`src/rtl/ether_pkg.sv`:
```
// rtl/ether_pkg.sv - shared widths, defaults and FSM encoding for the mac_tx arbiter
// Purpose: common constants for mac_tx_arbiter and rr_pick.
//   ETHERTYPE_W / DATA_W : field widths of one frame request
//   IFG_CYCLES_DEFAULT   : 96 bit times at 2 bits per clk
//   ST_*                 : arbiter FSM state encoding
package ether_pkg;

  localparam int ETHERTYPE_W        = 16;
  localparam int DATA_W             = 32;
  localparam int IFG_CYCLES_DEFAULT = 48;

  localparam logic [1:0] ST_IDLE      = 2'd0;
  localparam logic [1:0] ST_START     = 2'd1;
  localparam logic [1:0] ST_WAIT_DONE = 2'd2;
  localparam logic [1:0] ST_GAP       = 2'd3;

endpackage

```
`src/rtl/rr_pick.sv`:
```
// rtl/rr_pick.sv - combinational round-robin winner selection
// Purpose: finds the first asserted request at or above ptr, wrapping modulo N_CLIENTS.
// Ports:
//   req     in  N_CLIENTS  request vector
//   ptr     in  IDX_W      index where the search starts
//   winner  out IDX_W      selected client (0 when no request)
//   any_req out 1          at least one request is high
module rr_pick #(
  parameter int N_CLIENTS = 4,
  parameter int IDX_W     = $clog2(N_CLIENTS)
) (
  input  logic [N_CLIENTS-1:0] req,
  input  logic [IDX_W-1:0]     ptr,
  output logic [IDX_W-1:0]     winner,
  output logic                 any_req
);

  logic [IDX_W-1:0] cand;

  // Walk offsets from farthest to nearest so the nearest hit to ptr is the
  // last assignment and therefore the one that sticks.
  always_comb begin
    winner  = '0;
    any_req = 1'b0;
    cand    = '0;
    for (int k = N_CLIENTS - 1; k >= 0; k--) begin
      cand = IDX_W'((int'(ptr) + k) % N_CLIENTS);
      if (req[cand]) begin
        winner  = cand;
        any_req = 1'b1;
      end
    end
  end

endmodule

```
`src/rtl/mac_tx_arbiter.sv`:
```
// rtl/mac_tx_arbiter.sv - round-robin arbiter sharing one mac_tx transmitter
// Purpose: grants one client at a time, launches mac_tx, waits for tx_done or a
// timeout, acknowledges the client and enforces the inter-frame gap.
// Ports:
//   clk, rst_n     in   clock, asynchronous active-low reset
//   req            in   N_CLIENTS per-client level request
//   req_ethertype  in   16*N_CLIENTS per-client ethertype
//   req_data       in   32*N_CLIENTS per-client payload word
//   ack, err       out  N_CLIENTS completion / timeout pulses
//   tx_start       out  one-cycle launch pulse to mac_tx
//   tx_ethertype   out  16 latched ethertype
//   tx_data        out  32 latched payload
//   tx_done        in   completion pulse from mac_tx
//   busy           out  high outside IDLE
module mac_tx_arbiter
  import ether_pkg::*;
#(
  parameter int N_CLIENTS      = 4,
  parameter int IFG_CYCLES     = IFG_CYCLES_DEFAULT,
  parameter int TIMEOUT_CYCLES = 4096
) (
  input  logic                          clk,
  input  logic                          rst_n,
  input  logic [N_CLIENTS-1:0]          req,
  input  logic [ETHERTYPE_W*N_CLIENTS-1:0] req_ethertype,
  input  logic [DATA_W*N_CLIENTS-1:0]   req_data,
  output logic [N_CLIENTS-1:0]          ack,
  output logic [N_CLIENTS-1:0]          err,
  output logic                          tx_start,
  output logic [ETHERTYPE_W-1:0]        tx_ethertype,
  output logic [DATA_W-1:0]             tx_data,
  input  logic                          tx_done,
  output logic                          busy
);

  localparam int IDX_W = $clog2(N_CLIENTS);
  localparam int TO_W  = $clog2(TIMEOUT_CYCLES - 1) + 1;
  localparam int GAP_W = $clog2(IFG_CYCLES) + 1;

  // Timeout fires on the WAIT_DONE cycle whose increment brings the counter
  // to TIMEOUT_CYCLES-1, so ack lands exactly TIMEOUT_CYCLES after tx_start.
  localparam logic [TO_W-1:0]  TO_LAST  = TO_W'(TIMEOUT_CYCLES - 2);
  // The ack cycle is the first GAP cycle and is not part of the gap proper,
  // hence IFG_CYCLES+1 GAP cycles in total.
  localparam logic [GAP_W-1:0] GAP_LAST = GAP_W'(IFG_CYCLES);

  logic [1:0]             state_q,   state_d;
  logic [IDX_W-1:0]       ptr_q,     ptr_d;
  logic [IDX_W-1:0]       winner_q,  winner_d;
  logic [TO_W-1:0]        to_cnt_q,  to_cnt_d;
  logic [GAP_W-1:0]       gap_cnt_q, gap_cnt_d;
  logic [N_CLIENTS-1:0]   ack_q,     ack_d;
  logic [N_CLIENTS-1:0]   err_q,     err_d;
  logic [ETHERTYPE_W-1:0] tx_eth_q,  tx_eth_d;
  logic [DATA_W-1:0]      tx_data_q, tx_data_d;

  logic [IDX_W-1:0]       pick_idx;
  logic                   pick_any;
  logic [N_CLIENTS-1:0]   winner_hot;

  rr_pick #(
    .N_CLIENTS (N_CLIENTS),
    .IDX_W     (IDX_W)
  ) u_rr_pick (
    .req     (req),
    .ptr     (ptr_q),
    .winner  (pick_idx),
    .any_req (pick_any)
  );

  assign winner_hot = N_CLIENTS'(1) << winner_q;

  always_comb begin
    state_d   = state_q;
    ptr_d     = ptr_q;
    winner_d  = winner_q;
    to_cnt_d  = to_cnt_q;
    gap_cnt_d = gap_cnt_q;
    ack_d     = '0;
    err_d     = '0;
    tx_eth_d  = tx_eth_q;
    tx_data_d = tx_data_q;

    case (state_q)
      ST_IDLE: begin
        if (pick_any) begin
          winner_d  = pick_idx;
          tx_eth_d  = req_ethertype[pick_idx*ETHERTYPE_W +: ETHERTYPE_W];
          tx_data_d = req_data[pick_idx*DATA_W +: DATA_W];
          ptr_d     = (pick_idx == IDX_W'(N_CLIENTS - 1)) ? '0 : pick_idx + IDX_W'(1);
          state_d   = ST_START;
        end
      end
      ST_START: begin
        to_cnt_d = '0;
        state_d  = ST_WAIT_DONE;
      end
      ST_WAIT_DONE: begin
        // tx_done takes priority over a coincident timeout.
        if (tx_done) begin
          ack_d     = winner_hot;
          gap_cnt_d = '0;
          state_d   = ST_GAP;
        end else begin
          to_cnt_d = to_cnt_q + TO_W'(1);
          if (to_cnt_q == TO_LAST) begin
            ack_d     = winner_hot;
            err_d     = winner_hot;
            gap_cnt_d = '0;
            state_d   = ST_GAP;
          end
        end
      end
      default: begin
        if (gap_cnt_q == GAP_LAST) begin
          gap_cnt_d = '0;
          state_d   = ST_IDLE;
        end else begin
          gap_cnt_d = gap_cnt_q + GAP_W'(1);
        end
      end
    endcase
  end

  always_ff @(posedge clk or negedge rst_n) begin
    if (!rst_n) begin
      state_q   <= ST_IDLE;
      ptr_q     <= '0;
      winner_q  <= '0;
      to_cnt_q  <= '0;
      gap_cnt_q <= '0;
      ack_q     <= '0;
      err_q     <= '0;
      tx_eth_q  <= '0;
      tx_data_q <= '0;
    end else begin
      state_q   <= state_d;
      ptr_q     <= ptr_d;
      winner_q  <= winner_d;
      to_cnt_q  <= to_cnt_d;
      gap_cnt_q <= gap_cnt_d;
      ack_q     <= ack_d;
      err_q     <= err_d;
      tx_eth_q  <= tx_eth_d;
      tx_data_q <= tx_data_d;
    end
  end

  assign ack          = ack_q;
  assign err          = err_q;
  assign tx_start     = (state_q == ST_START);
  assign busy         = (state_q != ST_IDLE);
  assign tx_ethertype = tx_eth_q;
  assign tx_data      = tx_data_q;

endmodule
```
`config.mk`:
```
export PLATFORM = sky130hd
export DESIGN_NAME = mac_tx_arbiter
export DESIGN_NICKNAME = d
export VERILOG_FILES = /design/src/rtl/ether_pkg.sv /design/src/rtl/rr_pick.sv /design/src/rtl/mac_tx_arbiter.sv
export SDC_FILE = /design/constraint.sdc
export NUM_CORES = 1
export LEC_CHECK = 0
export CAP_MARGIN = 10
export CORE_MARGIN = 2
export CORE_UTILIZATION = 25
export CTS_BUF_LIST = sky130_fd_sc_hd__clkbuf_2
export DETAILED_ROUTE_END_ITERATION = 10
export PLACE_DENSITY = 0.61
export SYNTH_ARGS = -nofsm -noshare
export SYNTH_HDL_FRONTEND = slang
export SYNTH_SLANG_ARGS = --single-unit
```
`constraint.sdc`:
```
create_clock -name clk -period 2.2 [get_ports clk]
set_input_delay 0.22 -clock clk [delete_from_list [all_inputs] [get_ports clk]]
set_output_delay 0.22 -clock clk [all_outputs]
set_load 0.1 [all_outputs]
```
After elaboration in Yosys (flattened, before gate mapping)
Index checks and enable logic that the tools add are counted.

$add $sub $neg: 6. $lt $le $gt $ge: 4. Equal/unequal tests: 8. Shift operators: 3. Mux-type cells: 33. Bitwise logic cells: 1. Reductions and logical operators: 9.

Operators by type and width (count): $shiftx A128 B8 Y32 (1); $shiftx A64 B7 Y16 (1); $pmux W13 S2 (1); $mux W7 (3); $mux W4 (5); $mux W2 (9); $pmux W7 S2 (1); $add A13 B1 Y13 const B (1); $eq A13 B12 Y1 const B (1); $mux W13 (1); $lt A2 B3 Y1 const B (4); $bmux W1 S2 (4); $mux W1 (8); $add A7 B1 Y7 const B (1); $eq A7 B6 Y1 const B (1); $pmux W2 S3 (1); $reduce_and A2 Y1 (3); $add A2 B1 Y2 const B (2); $add A2 B2 Y2 const B (2); $eq A2 B2 Y1 const B (2); $ne A2 B2 Y1 const B (2); $reduce_bool A2 Y1 (2); $reduce_bool A4 Y1 (1); $shl A1 B2 Y4 const A (1); 6 further kinds (6).

Flip-flop bits (word level): 82. Bits of input ports: 199. Output and inout bits: 58. Logic and storage cells: 73.

Longest topological paths before layout
Gate-level depths: netlist of run 1.

Depth in word-level cells: 9. Gate-level depth with buffers: 9. Mapped depth without buffers: 7.

Cells and area by module
A second synthesis of run 1 with hierarchy kept.

Cells, all modules: 332. Area, all modules: 4713.3 um^2.

Modules (own cells, without submodules): mac_tx_arbiter (times used 1, cells each 319, area each 4635.7 um^2, sequential area each 2052.0 um^2); rr_pick (times used 1, cells each 13, area each 77.6 um^2, sequential area each 0.0 um^2).

Least setup slack after synthesis of run 1
No wires, ideal clock.

Path kind: register to register. Start: reg state_q[0]. End: reg tx_eth_q[10], in the netlist tx_ethertype[10]. Setup time: 133 ps. Data arrival time: 2096 ps. Data required time: 2067 ps. Setup slack: -29 ps. Cell stages (with the launch flop): 9. Path buffers: 2. Clock period less this slack: 2229 ps. Cell sequence: dfrtp_1 -> inv_1 -> ha_1 -> inv_1 -> nor2_1 -> nand2_1 -> buf_2 -> buf_2 -> o221ai_2.

Cells in the longest elaborated chain, start to end: 2.

RTL lines: start: declaration (RTL line mac_tx_arbiter.sv:47) `logic [1:0] state_q, state_d;`; start signal: assignment (RTL line mac_tx_arbiter.sv:137) `state_q <= state_d;`; $logic_not A2 Y1 (RTL line mac_tx_arbiter.sv:84) `case (state_q)`; $reduce_and A2 Y1 (no line); end signal: assignment (RTL line mac_tx_arbiter.sv:144) `tx_eth_q <= tx_eth_d;`; end: declaration (RTL line mac_tx_arbiter.sv:54) `logic [ETHERTYPE_W-1:0] tx_eth_q, tx_eth_d;`.

No other way between the ends. A chain may end at the register's enable or synchronous reset.

Worst setup path after layout of run 1
Start: reg gap_cnt_q[1]. End: reg state_q[1].

Cells in the longest elaborated chain, start to end: 3.

RTL lines: start: declaration (RTL line mac_tx_arbiter.sv:51) `logic [GAP_W-1:0] gap_cnt_q, gap_cnt_d;`; start signal: assignment (RTL line mac_tx_arbiter.sv:141) `gap_cnt_q <= gap_cnt_d;`; $eq A7 B6 Y1 (RTL line mac_tx_arbiter.sv:115) `if (gap_cnt_q == GAP_LAST) begin`; $reduce_bool A4 Y1 (no line); $reduce_and A3 Y1 (no line).

No other way between the ends.

==> results.py, run 1 <==
metrics = {
    "critical_path": {
        "path_cells": "inv_1 > ha_1 > or3b_2 > nor3_1 > nand2b_1 > and2b_1 > mux2_2",
        "critical_path_cell_count": 7,
        "rr_worst_depth": 7,
        "crit_type": "reg -> reg",
        "r2r_start": "gap_cnt_q[1]",
        "path_delay_family": "simple AND/OR/NAND/NOR gates",
        "slowest_delay_ns": 0.46,
        "worstPathMaxFanout": 4,
        "crit_arrival_ns": 2.53,
        "startpoint_type": "flip-flop",
        "crit_slowest_cell": "dfrtp_1",
        "startpoint": "gap_cnt_q[1]",
        "worst-path-buf-inv": 1,
        "cp-end-kind": "flip-flop",
        "crit_required_ns": 2.68,
    },
    "layout": {
        "regArea_um2": 2052,
        "nFillCells": 1816,
        "syn2layout_area_growth_pct": 62.37,
        "n_antenna_cell": 0,
        "finish.utilization": 0.4153,
        "drive_gt1_frac": 0.1901,
        "multi_input_area_um2": 2529,
        "layout.nets": 928,
    },
    "global_routing": {
        "grt_max_degree": 35,
        "grt_pass1_wl_mm": 26.44,
        "overflow": 0,
        "antenna_found_initial": 0,
        "track_usage": 0.1692,
        "first_global_vias": 4777,
    },
    "detailed_routing": {
        "via_per_inst": 4.752,
        "wl_per_cell_um": 18.60,
        "top_layer": "met4",
        "dr.pass1.iters": 4,
        "ant_nets": 0,
        "drc": 0,
        "dr_wl_met3_um": 993,
        "wl_met2_mm": 9.256,
        "vias": 4562,
        "wirelength_mm": 17.86,
        "drt-initial-drc-count": 238,
        "met1_length_mm": 7.145,
    },
    "timing": {
        "setup_viol": 0,
        "slew_violations": 0,
        "timing.hold.ws_ns": 0.1082,
        "rsz0062_at_grt": "false",
        "clock.fmax_mhz": 488.9,
        "setup_tns_ns": 0,
        "finalHoldViolations": 0,
        "tightestPinTransition_ns": 0.5766,
        "worst_clock_skew_ns": 0.04155,
        "relSlewSlack": 0.6121,
        "fin_crit_sh": 0.9297,
        "min_period_ns": 2.045,
    },
    "die": {
        "initial_core_util": 0.2558,
        "pin_count": 257,
        "core_um2": 18770,
        "die_h_um": 142.6,
        "die_w_um": 142.6,
        "dieArea_um2": 20330,
        "rows": 50,
    },
    "power_and_ir_drop": {
        "p_int_w": 0.004568,
        "p_per_area_nw_per_um2": 1391,
        "seqPwrFrac": 0.227,
        "peakVddDrop_mv": 0.6773,
        "p_clk_frac": 0.063,
        "sw_frac_of_total": 0.5788,
        "share_comb_of_total_power": 0.710,
        "power_switching_w": 0.006277,
        "p_leak_nw": 3.546,
    },
    "synthesis": {
        "synth_edf_count": 0,
        "syn_nets": 655,
        "ys.flop_type": "dfrtp_1",
        "synth_commonest_cells": "mux2i_1, dfrtp_1, nand2_1",
        "syn_area_um2": 4801,
        "syn_inst": 449,
        "ys_ff_latch": 82,
        "synth_top_area_frac": 0.4274,
        "synth_warnings": 0,
        "synth_most_common_cell": "mux2i_1",
        "syn_area_per_cell_um2": 10.69,
        "synth-seq-area-share": 0.4274,
        "synth.distinct_cells": 45,
        "synth_area_leaders": "dfrtp_1, mux2i_1, o221ai_2, nand2_1, o221ai_1",
        "synthArstFlopShare": 1.000,
        "synth_top_area_cell": "dfrtp_1",
    },
    "placement": {
        "hpwl_mm": 13.85,
        "port_buffers": 256,
        "place_congestion": 0.8191,
    },
    "clock_network": {
        "cts_tree": "done",
        "root_buffer": "clkbuf_2",
        "cts_max_level": 3,
        "clk_pin_slew_ns": 0.25,
        "clock_path_buffers": 2,
        "clkLatencyLatePin_ns": 0.57,
        "cts_inserted_buffers": 9,
        "cts_sinks": 82,
    },
    "run_status": {
        "run_status": "completed",
    },
    "flow_run": {
        "maxCapViolations": 0,
    },
    "worst_hold_path": {
        "holdCritPathClass": "in -> async",
    },
}
==> through the flow <==
step	total power (W)	std cells	area, um2	setup WS [ns]
detailed placement	0.01023	943	7695	-0.1512
floorplan	0.008061	449	4805	0.03497
finish	0.01084	960	7795	0.1547
global placement	0.01010	943	7695	-0.1104
CTS	0.01095	959	7785	0.1001
global route	0.01143	960	7795	0.006706
==> registers in the layout, summed over array words and instances (netlist names) <==
signal / cells
ack: 4
tx_ethertype: 16
gap_cnt_q: 7
err: 4
state_q: 2
tx_data: 32
ptr_q: 2
winner_q: 2
to_cnt_q: 13
==> repair_timing <==
action	CTS	global route
endpoints found under the hold margin	62	0
hold buffers	1	0
resized for setup	0	1
setup buffers	0	1
endpoints found under the setup margin	0	2
==> area by class of cell <==
cell class                 count  area share
timing repair buffer         293      0.3602
multi-input combinational    328      0.3244
sequential                    82      0.2632
tap                          234     0.03756
clock buffer                   9    0.005778
clock inverter                 6    0.004494
inverter                       8    0.004334
==> worst register-to-register path, stage by stage, from the launching register on <==
cell and delay, ns:
dfrtp_1 0.46, inv_1 0.07, ha_1 0.13, or3b_2 0.45
nor3_1 0.22, nand2b_1 0.19, and2b_1 0.15, mux2_2 0.32
==> power groups by stage <==
stage | sequential [W] | combinational (W) | clock (W)
global route | 0.00255 | 0.00809 | 0.000788
global placement | 0.00248 | 0.00762 | 0
finish | 0.00246 | 0.00770 | 0.000683
CTS | 0.00246 | 0.00775 | 0.000738
floorplan | 0.00556 | 0.00250 | 0
detailed placement | 0.00250 | 0.00773 | 0
==> layer usage <==
metal | vias up | global-route usage
met5 | - | 0
met4 | 0 | 0.06305
met3 | 25 | 0.03533
met2 | 137 | 0.3069
met1 | 2194 | 0.1952
li1 | 2206 | -
==> worst paths after layout <==
check | endpoint | slack [ns]
worst max-delay path | state_q[1] | 0.15
worst min-delay path | tx_data[26] | 0.11
worst max register to register | state_q[1] | 0.15
worst min register to register | to_cnt_q[11] | 0.50
max in group asynchronous | tx_data[3] | 1.38
min in group clk | tx_ethertype[5] | 0.30
==> layout by cell type (no fill, tap or decap), types with 4 or more instances in the layout <==
cell / count
dfrtp_1: 82
nand3_1: 9
ha_1: 6
clkinv_2: 4
clkdlybuf4s50_1: 197
buf_4: 86
nand2_1: 69
nand2b_1: 9
buf_12: 9
o221ai_1: 30
nor2_1: 18
inv_1: 7
o211ai_1: 4
o221ai_2: 18
o21ai_0: 15
nor3_1: 5
clkbuf_2: 9
mux2i_1: 102
==> kinds of logic after synthesis <==
family          synth area share
compound gates            0.1532
xor+xnor                0.005474
fa+ha+maj                0.01824
buf+inv                  0.04900
flops                     0.4274
mux                       0.2150
simple gates              0.1316
No activity file was read; power rests on OpenSTA's default activity.
==> run 2: changes to the inputs <==
- SETUP_SLACK_MARGIN: unset -> 0.3
==> run 2 against run 1 <==
Net effect:
- first-iteration DRC count fell by 17%
- non-clock buffer count rose by 15
- die area did not move
- maximum frequency rose by 3.8%
- total power rose by 13%
- utilization rose by 4.8 points
- via count rose by 4.8%
- flip-flop and latch count did not move
- critical endpoint is now tx_ethertype[11]
- largest cell class unchanged
- largest power group unchanged
- highest routed layer unchanged
==> results.py, run 2 (synthesis results as in run 1) <==
metrics = {
    "run_status": {
        "run_status": "completed",
    },
    "power_and_ir_drop": {
        "power_switching_w": 0.006721,
        "sw_frac_of_total": 0.5505,
        "peakVddDrop_mv": 0.5708,
        "p_int_w": 0.005489,
        "p_clk_frac": 0.065,
        "finalPower_w": 0.01221,
        "p_leak_nw": 3.738,
        "seqPwrFrac": 0.204,
        "share_comb_of_total_power": 0.730,
        "p_per_area_nw_per_um2": 1403,
    },
    "die": {
        "die_w_um": 142.6,
        "pin_count": 257,
        "dieArea_um2": 20330,
        "core_um2": 18770,
        "rows": 50,
        "initial_core_util": 0.2558,
        "die_h_um": 142.6,
    },
    "layout": {
        "largest_reg_flops": 32,
        "mostFrequentLayoutCells": "clkdlybuf4s50_1, dfrtp_1, buf_4",
        "regArea_um2": 2053,
        "multi_input_area_um2": 2953,
        "finish.utilization": 0.4637,
        "fin_area_um2": 8703,
        "n_antenna_cell": 0,
        "instances_no_fill": 976,
        "layout.nets": 943,
        "nFillCells": 1706,
        "syn2layout_area_growth_pct": 81.29,
        "drive_gt1_frac": 0.2857,
        "mostFrequentLayoutCell": "clkdlybuf4s50_1",
    },
    "critical_path": {
        "crit_slowest_cell": "dfrtp_2",
        "path_cells": "mux2i_4 > a211oi_4 > buf_6 > buf_12 > clkbuf_16 > clkbuf_16 > mux2i_2 > o221ai_2",
        "crit_type": "reg -> reg",
        "startpoint_type": "flip-flop",
        "rr_worst_depth": 8,
        "slowest_delay_ns": 0.51,
        "critical_path_cell_count": 8,
        "path_delay_family": "buffers and inverters",
        "crit_top_cell": "clkbuf_16",
        "worst-path-buf-inv": 4,
        "worstPathMaxFanout": 5,
        "cp-end-kind": "flip-flop",
        "crit_arrival_ns": 2.49,
        "crit_required_ns": 2.72,
    },
    "global_routing": {
        "antenna_found_initial": 0,
        "grt_pass1_wl_mm": 25.47,
        "first_global_vias": 4772,
        "track_usage": 0.1630,
        "grt_max_degree": 46,
        "overflow": 0,
    },
    "clock_network": {
        "clkLatencyLatePin_ns": 0.59,
        "cts_inserted_buffers": 9,
        "clock_path_buffers": 2,
        "cts_sinks": 82,
        "root_buffer": "clkbuf_2",
        "cts_tree": "done",
        "cts_max_level": 3,
        "clk_pin_slew_ns": 0.27,
    },
    "timing": {
        "slew_violations": 0,
        "rsz0062_at_grt": "true",
        "setup_viol": 0,
        "clock.fmax_mhz": 507.4,
        "fin_crit_sh": 0.8959,
        "finalHoldViolations": 0,
        "tightestPinTransition_ns": 0.5595,
        "setup_tns_ns": 0,
        "min_period_ns": 1.971,
        "worst_clock_skew_ns": 0.03212,
        "relSlewSlack": 0.6270,
    },
    "detailed_routing": {
        "wirelength_mm": 18.45,
        "ant_nets": 0,
        "dr.pass1.iters": 4,
        "wl_per_cell_um": 18.91,
        "via_per_inst": 4.899,
        "drc": 0,
        "vias": 4781,
        "drt-initial-drc-count": 198,
    },
    "flow_run": {
        "maxCapViolations": 0,
    },
    "placement": {
        "place_congestion": 0.7751,
        "hpwl_mm": 12.84,
        "placed_cells": 932,
        "placed_cell_area_um2": 7657,
        "port_buffers": 256,
    },
    "worst_hold_path": {
        "holdCritPathClass": "in -> async",
    },
}
## run 2: changes by cell type in the layout (fill, tap and decap cells not counted), moves of 6 or more
cell / delta
buf_4: -8
mux2i_2: +23
buf_16: +6
mux2i_4: +19
mux2i_1: -42
clkbuf_16: +9
## run 2: stage by stage
| stage | hold slack [ns] | setup slack, ns |
|---|---|---|
| 2_1_floorplan | -0.07559 | 0.2879 |
| 4_1_cts | 0.06773 | 0.2826 |
| 3_5_place_dp | 0.2470 | -0.04594 |
| 5_1_grt | 0.09131 | 0.1678 |
| 3_3_place_gp | 0.2423 | 0.03666 |
| 6_report | 0.1046 | 0.2290 |
## run 2: per-layer routing
layer,vias up,GRT usage,routed length (um)
li1,2261,-,-
met1,2346,0.1799,7220
met2,147,0.2968,9717
met3,27,0.04004,1120
met4,0,0.06931,394
met5,-,0,0
## run 2: path summary, 6_finish.rpt
kind | endpoint | start | slack (ns)
max in group asynchronous | tx_ethertype[2] | rst_n | 1.44
min in group clk | tx_data[16] | req_data[16] | 0.30
hold / removal | gap_cnt_q[5] | rst_n | 0.10
hold reg to reg | to_cnt_q[11] | to_cnt_q[11] | 0.51
setup reg to reg | tx_ethertype[11] | ptr_q[1] | 0.23
setup / recovery | tx_ethertype[11] | ptr_q[1] | 0.23
## run 2: repair_timing
| action | 4_1_cts | 5_1_grt |
|---|---|---|
| cloned | 3 | 10 |
| resized for setup | 14 | 89 |
| hold buffers | 1 | 0 |
| setup endpoints to repair | 48 | 61 |
| setup buffers | 7 | 7 |
| endpoints found under the hold margin | 82 | 0 |
| pin swaps | 4 | 21 |
## run 2: final cells by class
cell class,instances,share of cell area
timing repair buffer,308,0.3752
multi-input combinational,328,0.3393
sequential,82,0.2359
tap,234,0.03364
clock inverter,7,0.006901
clock buffer,9,0.005175
inverter,8,0.003882
## run 2: power groups by stage
| stage | combinational (W) | sequential, W | clock, W |
|---|---|---|---|
| floorplan | 0.00258 | 0.00557 | 0 |
| global placement | 0.00752 | 0.00251 | 0 |
| detailed placement | 0.00766 | 0.00253 | 0 |
| CTS | 0.00802 | 0.00248 | 0.000839 |
| global route | 0.00933 | 0.00258 | 0.000880 |
| finish | 0.00892 | 0.00250 | 0.000796 |
## run 2: worst register-to-register path, stage by stage (launching register included)
cell,delay (ns)
dfrtp_2,0.51
mux2i_4,0.21
a211oi_4,0.21
buf_6,0.19
buf_12,0.12
clkbuf_16,0.14
clkbuf_16,0.16
mux2i_2,0.25
o221ai_2,0.12
